File: config.mk
export PLATFORM = sky130hd
export DESIGN_NAME = sw_debounce_io
export DESIGN_NICKNAME = d
export VERILOG_FILES = /design/src/rtl/sw_debounce_io.sv
export SDC_FILE = /design/constraint.sdc
export NUM_CORES = 1
export LEC_CHECK = 0
export CAP_MARGIN = 20
export CORE_MARGIN = 4
export CORE_UTILIZATION = 55
export CTS_CLUSTER_SIZE = 24
export DETAILED_ROUTE_END_ITERATION = 12
export DONT_BUFFER_PORTS = 1
export PLACE_DENSITY = 0.7
export SYNTH_ARGS = -nofsm -noshare
export SYNTH_HDL_FRONTEND = slang
export SYNTH_SLANG_ARGS = --single-unit
File: constraint.sdc
create_clock -name clk -period 2.46 [get_ports clk]
set_input_delay 0.492 -clock clk [delete_from_list [all_inputs] [get_ports clk]]
set_output_delay 0.492 -clock clk [all_outputs]
set_load 0.1 [all_outputs]
File: src/rtl/sw_debounce_io.sv
// Switch input conditioning: two-flop synchroniser and independent per-bit debounce,
// with registered edge pulses, a change strobe and a sticky change flag for polling.
module sw_debounce_io #(
    parameter int WIDTH           = 8,
    parameter int DEBOUNCE_CYCLES = 50000,
    parameter int CNT_W           = 16
) (
    input  logic             clk,
    input  logic             rst_n,
    input  logic [WIDTH-1:0] sw_raw,
    input  logic             evt_clr,
    output logic [WIDTH-1:0] sw,
    output logic [WIDTH-1:0] sw_rise,
    output logic [WIDTH-1:0] sw_fall,
    output logic             sw_changed,
    output logic             sw_event
);

    localparam logic [CNT_W-1:0] CNT_MAX = CNT_W'(DEBOUNCE_CYCLES - 1);

    logic [WIDTH-1:0]            r_s1;
    logic [WIDTH-1:0]            r_s2;
    logic [WIDTH-1:0]            r_stable;
    logic [WIDTH-1:0][CNT_W-1:0] r_cnt;
    logic [WIDTH-1:0]            r_rise;
    logic [WIDTH-1:0]            r_fall;
    logic                        r_changed;
    logic                        r_event;

    logic [WIDTH-1:0]            w_diff;
    logic [WIDTH-1:0]            w_accept;
    logic [WIDTH-1:0][CNT_W-1:0] w_cnt_next;

    // The counter runs only while the synchronised bit disagrees with the stable
    // value; agreeing again (a glitch or bounce) or acceptance returns it to zero.
    genvar gi;
    generate
        for (gi = 0; gi < WIDTH; gi++) begin : g_bit
            assign w_diff[gi]     = r_s2[gi] ^ r_stable[gi];
            assign w_accept[gi]   = w_diff[gi] && (r_cnt[gi] == CNT_MAX);
            assign w_cnt_next[gi] = (!w_diff[gi] || w_accept[gi]) ? '0
                                  : r_cnt[gi] + CNT_W'(1);
        end
    endgenerate

    always_ff @(posedge clk or negedge rst_n) begin
        if (!rst_n) begin
            r_s1      <= '0;
            r_s2      <= '0;
            r_stable  <= '0;
            r_cnt     <= '0;
            r_rise    <= '0;
            r_fall    <= '0;
            r_changed <= 1'b0;
            r_event   <= 1'b0;
        end else begin
            r_s1      <= sw_raw;
            r_s2      <= r_s1;
            r_stable  <= r_stable ^ w_accept;
            r_cnt     <= w_cnt_next;
            r_rise    <= w_accept & r_s2;
            r_fall    <= w_accept & ~r_s2;
            r_changed <= |w_accept;
            // A change strobe in the same cycle as a clear keeps the flag set.
            r_event   <= r_changed | (r_event & ~evt_clr);
        end
    end

    assign sw         = r_stable;
    assign sw_rise    = r_rise;
    assign sw_fall    = r_fall;
    assign sw_changed = r_changed;
    assign sw_event   = r_event;

endmodule

==> impl_results.md, run 1 <==
* Via density per instance at approximately 5.4
* FP Rows at between 40 and 50
* Run status: finished, violations left
* Syn. warnings at 0
* Total power density per cell area at around 650 nW/µm²
* Residual DRC at 0
* Min Clock Period, post-route at 1890 ps
* Pin count of the biggest net entering global routing at roughly 170
* Via count of the first global-routing pass at roughly 5,000
* Max Transition Viols Final at 0
* Antenna diode instance count at 0
* Post-synthesis cell type count at 35
* Cell count after synthesis at a little over 700
* Cell type with the largest total area after synthesis: sky130_fd_sc_hd__dfrtp_1
* Worst hold margin at -225 ps
* Share of Yosys cell area claimed by the top area cell type at 0.567
* Slew headroom at 0.398
* DR pass1 iterations at 4
* Number of nets with antenna violations after detailed routing at 0
* Clock sink total at 170
* Post-detailed-routing wire length at approximately 13,000 µm
* Number of max-capacitance violations reported at 0
* Sequential fraction of the synthesis area at 0.567
* Register bit total from synthesis at 170
* Setup Buffers After CTS at 0
* CTS tree: yes
* Global-route met2 utilization at 0.285
* Ratio of cells with drive above 1 in the final layout at 0.0818
* Required time of the worst setup path at about 2700 ps
* Primary flip-flop cell chosen by synthesis mapping: sky130_fd_sc_hd__dfrtp_1
* Met1 track demand over resource at 0.250
* Ratio of final minimum period to clock period at 0.767
* Number of filler instances in the final layout at approximately 1,000
* Count of buffers from port buffering at 0
* Setup Crit Path Kind: register to register
* Number of buffers created by CTS at 17
* Number of failing setup endpoints in the final timing report at 0
* Crit Reg-Reg Startpoint: r_cnt[93]$_DFF_PN0_
* Largest family of logic cells by synthesized area: simple AND/OR/NAND/NOR gates
* Most used routing layer in global routing: met2
* I/O pin cnt at 37
* Register clock-pin slew on the reported worst setup and hold paths at 60 ps
* Y dimension of the die at 125 µm
* Cell types with the largest area share after synthesis: sky130_fd_sc_hd__dfrtp_1, sky130_fd_sc_hd__xnor2_1, sky130_fd_sc_hd__nor2_1
* Root buffer selected by CTS: sky130_fd_sc_hd__clkbuf_16
* Netlist area before placement at 7500 µm²
* Nets in the synthesized netlist at ~720
* Share of flip-flops with an asynchronous set or reset at 1.00
* Post-route cell area at 8360 µm²
* Wire length of the first global-routing pass at between 20,000 and 25,000 µm
* Drt wl/cell at 14.3 µm
* Unrepaired setup endpoints after global routing: no
* Synthesized area per cell at 10.6 µm²
* Post-synthesis share of cell area spent on and, or, nand and nor gates at 0.244
* Maximum net fanout on the critical path at 15
* Area share of xor/xnor cells in the synthesized design at 0.142
* Arithmetic-cell share of the synthesized area counting full adders, half adders and majority gates at 0.0133
* Worst-case clock buffer depth at 2
* Clock latency of the later-clocked register in the worst-skew pair at 420 ps
* Met3 Use GR at 0.0527
* H-tree depth reported by CTS at 4
* Path category of the worst min-delay check: input port to asynchronous set/reset pin
* Multiplexer area fraction after synthesis at 0.0125
* Hold Violations, Final at 170
* Final weighted congestion in routability-driven placement at between 0.8 and 0.9
* Most used standard cells in the synthesized netlist: sky130_fd_sc_hd__dfrtp_1, sky130_fd_sc_hd__nor2_1, sky130_fd_sc_hd__xnor2_1
* Initial Util at 0.564
* Die Wd at roughly 120 µm
* Most frequent cell after synthesis: sky130_fd_sc_hd__dfrtp_1
* Antenna violations before repair at 0
* Failing checks: hold timing
* Cells resized by post-CTS repair at 0
* Summed negative setup slack over all endpoints at 0 ps
* DP Wirelength at ~9000 µm
* Number of enable-type register cells in the synthesized netlist at 0
* First-iteration detailed-routing DRC count at about 330
* Crit path DAT at 2170 ps
* Final total power at 5.43 mW
* Final global-route overflow total at 0
* Via count at between 4,000 and 5,000
* Launch point of the worst path: r_cnt[93]$_DFF_PN0_
* Core region area at roughly 13,000 µm²
* Endpoint type of the worst setup path: register
* Die outline area at around 16,000 µm²
* Actual transition at the worst max-transition pin at 903 ps
* Kind of start point of the critical path: register
* Synth Area in Compound Gates at 0.00851
* Max Clk Rate at approximately 530 MHz
* Layout-stage area growth over the synthesis result at 11.5%
* Total track usage at 0.183
* # nets final at roughly 750
* Worst IR drop on VDD at about 0.54 mV
* Leakage at roughly 3.7 nW
* Final worst clock skew at 5.57 ps
* Instance area after placement at just under 8000 µm²
report_power, final:
| part | total (mW) | switching, mW | internal [mW] |
|---|---|---|---|
| combinational | 0.0959 | 0.0573 | 0.0385 |
| sequential | 2.88 | 0.0408 | 2.84 |
| clock | 2.45 | 1.04 | 1.42 |
| total | 5.43 | 1.14 | 4.30 |
registers in the layout (all words and copies together) (netlist names), named ones only:
name and count:
sw_rise 8, r_cnt 128, sw_event 1, r_s2 8
r_s1 8, sw_fall 8, sw_changed 1
cells in the final DEF, fill, tap and decap left out, types with 2 or more instances in the layout:
master,instances
sky130_fd_sc_hd__nand2_2,2
sky130_fd_sc_hd__and2_1,4
sky130_fd_sc_hd__clkinv_2,4
sky130_fd_sc_hd__o21ai_0,2
sky130_fd_sc_hd__nor4_1,4
sky130_fd_sc_hd__nand3_1,36
sky130_fd_sc_hd__dfrtp_1,170
sky130_fd_sc_hd__a21oi_1,2
sky130_fd_sc_hd__ha_1,8
sky130_fd_sc_hd__nor4bb_1,4
sky130_fd_sc_hd__clkinv_4,3
sky130_fd_sc_hd__clkbuf_16,17
sky130_fd_sc_hd__and4_1,11
sky130_fd_sc_hd__nor3_1,27
sky130_fd_sc_hd__nand2b_1,3
sky130_fd_sc_hd__xor2_1,55
sky130_fd_sc_hd__nand4_1,29
sky130_fd_sc_hd__clkbuf_1,3
sky130_fd_sc_hd__or3_1,2
sky130_fd_sc_hd__nor3b_1,17
sky130_fd_sc_hd__buf_4,19
sky130_fd_sc_hd__nand2_1,49
sky130_fd_sc_hd__nor2_1,143
sky130_fd_sc_hd__inv_1,10
sky130_fd_sc_hd__nor4b_1,5
sky130_fd_sc_hd__and3_1,29
sky130_fd_sc_hd__xnor2_1,67
sky130_fd_sc_hd__clkinvlp_4,3
sky130_fd_sc_hd__mux2_2,7
layout make-up:
cell class	instances	area (µm²)	share of cell area
multi-input combinational	515	3160	0.377
timing repair buffer	19	143	0.0171
clock inverter	11	98.8	0.0118
clock buffer	21	450	0.0539
sequential	170	4250	0.509
tap	176	220	0.0263
inverter	10	37.5	0.00449
through the flow:
stage | instances | hold slack [ps] | setup slack [ps] | utilization
floorplan | 705 | 196 | 595 | -
global placement | 890 | 202 | 599 | 0.587
detailed placement | 890 | 203 | 587 | 0.587
CTS | 922 | -243 | 570 | 0.629
global route | 922 | -253 | 355 | 0.629
finish | 922 | -225 | 572 | 0.629
worst max-delay path, cell delays in order (launching register included):
cell	delay [ps]
sky130_fd_sc_hd__dfrtp_1	420
sky130_fd_sc_hd__nor4bb_1	420
sky130_fd_sc_hd__nand4_1	320
sky130_fd_sc_hd__nand2_1	480
sky130_fd_sc_hd__nor2_1	120
kinds of logic (layout without fill, tap and decap cells):
group           after synthesis  in the layout
flops                       170            170
simple gates                368            368
fa+ha+maj                     8              8
buf+inv                      20             61
compound gates                9              9
mux                           8              8
xor+xnor                    122            122
layer usage:
layer | routed length (µm) | vias up
met3 | 412 | 15
met4 | 160 | 0
met2 | 6300 | 60
met5 | 0 | -
met1 | 6360 | 2440
li1 | - | 2436
final timing paths:
kind / end / slack [ps] / cells past startpoint
min: r_cnt[100]$_DFF_PN0_ / -230 / 0
max reg2reg: r_cnt[95]$_DFF_PN0_ / 570 / 4
max: r_cnt[95]$_DFF_PN0_ / 570 / 4
max in group asynchronous: r_cnt[87]$_DFF_PN0_ / 2460 / 0
min in group clk: r_s1[3]$_DFF_PN0_ / 100 / 0
min reg2reg: r_s2[7]$_DFF_PN0_ / 350 / 0
(Power assumes the default switching activity.)
==> run 2: changes to the inputs <==
==> constraint.sdc (replaced) <==
create_clock -name clk -period 1.8 [get_ports clk]
set_input_delay 0.36 -clock clk [delete_from_list [all_inputs] [get_ports clk]]
set_output_delay 0.36 -clock clk [all_outputs]
set_load 0.1 [all_outputs]
==> impl_results.md, run 2 (synthesized netlist as in run 1, its figures left out) <==
* Post-route cell area at 8710 µm² (+4.2%)
* Ratio of final minimum period to clock period at 0.956 (+0.188)
* Failing checks: hold timing
* Y dimension of the die at 125 µm (unchanged)
* Most common cell after layout, fill and taps aside: sky130_fd_sc_hd__dfrtp_1
* Number of failing setup endpoints in the final timing report at 0 (unchanged)
* Worst-case clock buffer depth at 2 (unchanged)
* Post-detailed-routing wire length at 13,600 µm (+3.2%)
* Slew headroom at 0.698 (+0.300)
* Residual DRC at 0 (unchanged)
* Instance area after placement at 7990 µm² (+2.3%)
* Register clock-pin slew on the reported worst setup and hold paths at 70 ps (about the same)
* I/O pin cnt at 37 (unchanged)
* DP Wirelength at 8980 µm (+1.6%)
* Via density per instance at 5.28 (-1.8%)
* Required time of the worst setup path at 2110 ps (-630 ps)
* Core region area at 13,300 µm² (unchanged)
* Crit path DAT at 2030 ps (-140 ps)
* Number of max-capacitance violations reported at 0 (unchanged)
* Layout-stage area growth over the synthesis result at 16.1%
* Final global-route overflow total at 0 (unchanged)
* Antenna diode instance count at 0 (unchanged)
* First-iteration detailed-routing DRC count at 268 (-18%)
* Drt wl/cell at 14.3 µm (-0.61%)
* Slowest stage cell on the critical path: sky130_fd_sc_hd__nor4bb_1
* Kind of start point of the critical path: register
* Clock sink total at 170 (unchanged)
* Root buffer selected by CTS: sky130_fd_sc_hd__clkbuf_16
* Ratio of cells with drive above 1 in the final layout at 0.122 (+0.0399)
* Final worst clock skew at 9.67 ps (+4.11 ps)
* Via count of the first global-routing pass at 5,152 (+2.6%)
* Antenna violations before repair at 0 (unchanged)
* Final weighted congestion in routability-driven placement at 0.822 (+1.1%)
* Hold-fix buffers at CTS at 8
* Min Clock Period, post-route at 1720 ps (-168 ps)
* Path category of the worst min-delay check: input port to asynchronous set/reset pin
* Actual transition at the worst max-transition pin at 446 ps (-456 ps)
* Commonest cells after routing, fill and taps aside: sky130_fd_sc_hd__dfrtp_1, sky130_fd_sc_hd__nor2_1, sky130_fd_sc_hd__xnor2_1
* Setup Crit Path Kind: register to register
* Worst hold margin at -369 ps (-143 ps)
* Die Wd at 125 µm (unchanged)
* Register with the most flip-flops: r_cnt
* Total power density per cell area at 888 nW/µm² (+37%)
* Max Transition Viols Final at 0 (unchanged)
* Worst path max stage delay at 450 ps (-30 ps)
* Max Clk Rate at 581 MHz (+9.7%)
* Number of nets with antenna violations after detailed routing at 0 (unchanged)
* Total track usage at 0.187 (+0.00466)
* Number of flip-flops under the largest register name at 128 (unchanged)
* Wire length of the first global-routing pass at 23,800 µm (+0.91%)
* Die outline area at 15,600 µm² (unchanged)
* Run status: finished, violations left
* Initial Util at 0.564 (unchanged)
* Pin count of the biggest net entering global routing at 171 (unchanged)
* H-tree depth reported by CTS at 4 (unchanged)
* DR pass1 iterations at 4 (unchanged)
* Count of buffers from port buffering at 0 (unchanged)
* Endpoint type of the worst setup path: register
* Hold Violations, Final at 170 (unchanged)
* Maximum net fanout on the critical path at 15 (unchanged)
* Clock latency of the later-clocked register in the worst-skew pair at 430 ps (about the same)
* # nets final at 787 (+4.7%)
* Unrepaired setup endpoints after global routing: no
* FP Rows at 42 (unchanged)
* Leakage at 3.88 nW (+5.0%)
* Via count at 5,049 (+2.0%)
* Ordered cell list for the critical path: nor4bb_1 > nand4_1 > nand2_1 > buf_4 > nor2_1
* CTS tree: yes
* Summed negative setup slack over all endpoints at 0 ps (unchanged)
* Number of buffers created by CTS at 17 (unchanged)
* Worst IR drop on VDD at 0.729 mV (+35%)
==> run 2: worst max-delay path, delay by kind of cell (launching register included) <==
kind	cells	cell delay, ps
DFF	1	420
and+or+nand+nor	4	970
buffers and inverters	1	210
==> run 2: repair_timing <==
action	4_1_cts	5_1_grt
buffers inserted	0	3
hold endpoints to repair	178	170
setup endpoints to repair	1	46
pin swaps	0	3
gates cloned	0	0
gates resized for setup	1	3
==> run 2: cell type report <==
cell class / instances / area [µm²]
Inverter: 10 / 37.5
Timing Repair Buffer: 54 / 425
Sequential cell: 170 / 4260
Clock buffer: 19 / 453
Tap cell: 176 / 220
Clock inverter: 13 / 143
Fill cell: 1055 / 4580
Multi-Input combinational cell: 515 / 3180
==> run 2: stage by stage <==
stage                     std cells  power, mW  setup slack (ps)  utilization
after detailed placement        914       4.16              8.32        0.601
after global routing            957       8.02           0.00600        0.655
after global placement          914       4.14              60.9        0.601
final                           957       7.74              80.1        0.655
after floorplan                 705       4.10              49.1            -
after CTS                       954       7.82              46.6        0.652
==> run 2: per-layer routing <==
metal  up-vias  global-route usage  share of wire
met5         -                   0              0
met4         0              0.0587          0.012
met3        12              0.0613          0.034
met2        60               0.300           0.48
met1      2466               0.244           0.47
li1       2511                   -              -
==> run 2: worst paths after layout <==
check	from	endpoint	slack (ps)	depth (start not counted)
max	r_cnt[93]$_DFF_PN0_	r_cnt[95]$_DFF_PN0_	80	5
min	rst_n	r_cnt[107]$_DFF_PN0_	-370	0
max reg2reg	r_cnt[93]$_DFF_PN0_	r_cnt[95]$_DFF_PN0_	80	5
min reg2reg	r_s1[7]$_DFF_PN0_	r_s2[7]$_DFF_PN0_	350	0
max in group asynchronous	rst_n	r_cnt[5]$_DFF_PN0_	1920	0
min in group clk	evt_clr	sw_event$_DFF_PN0_	100	2
==> run 2: report_power, final <==
group	switching, mW	internal (mW)	total (mW)	leakage (nW)
Sequential	0.0555	3.88	3.94	2.32
Combinational	0.0869	0.0778	0.165	1.29
Clock	1.51	2.12	3.63	0.278
Total	1.65	6.08	7.74	3.88
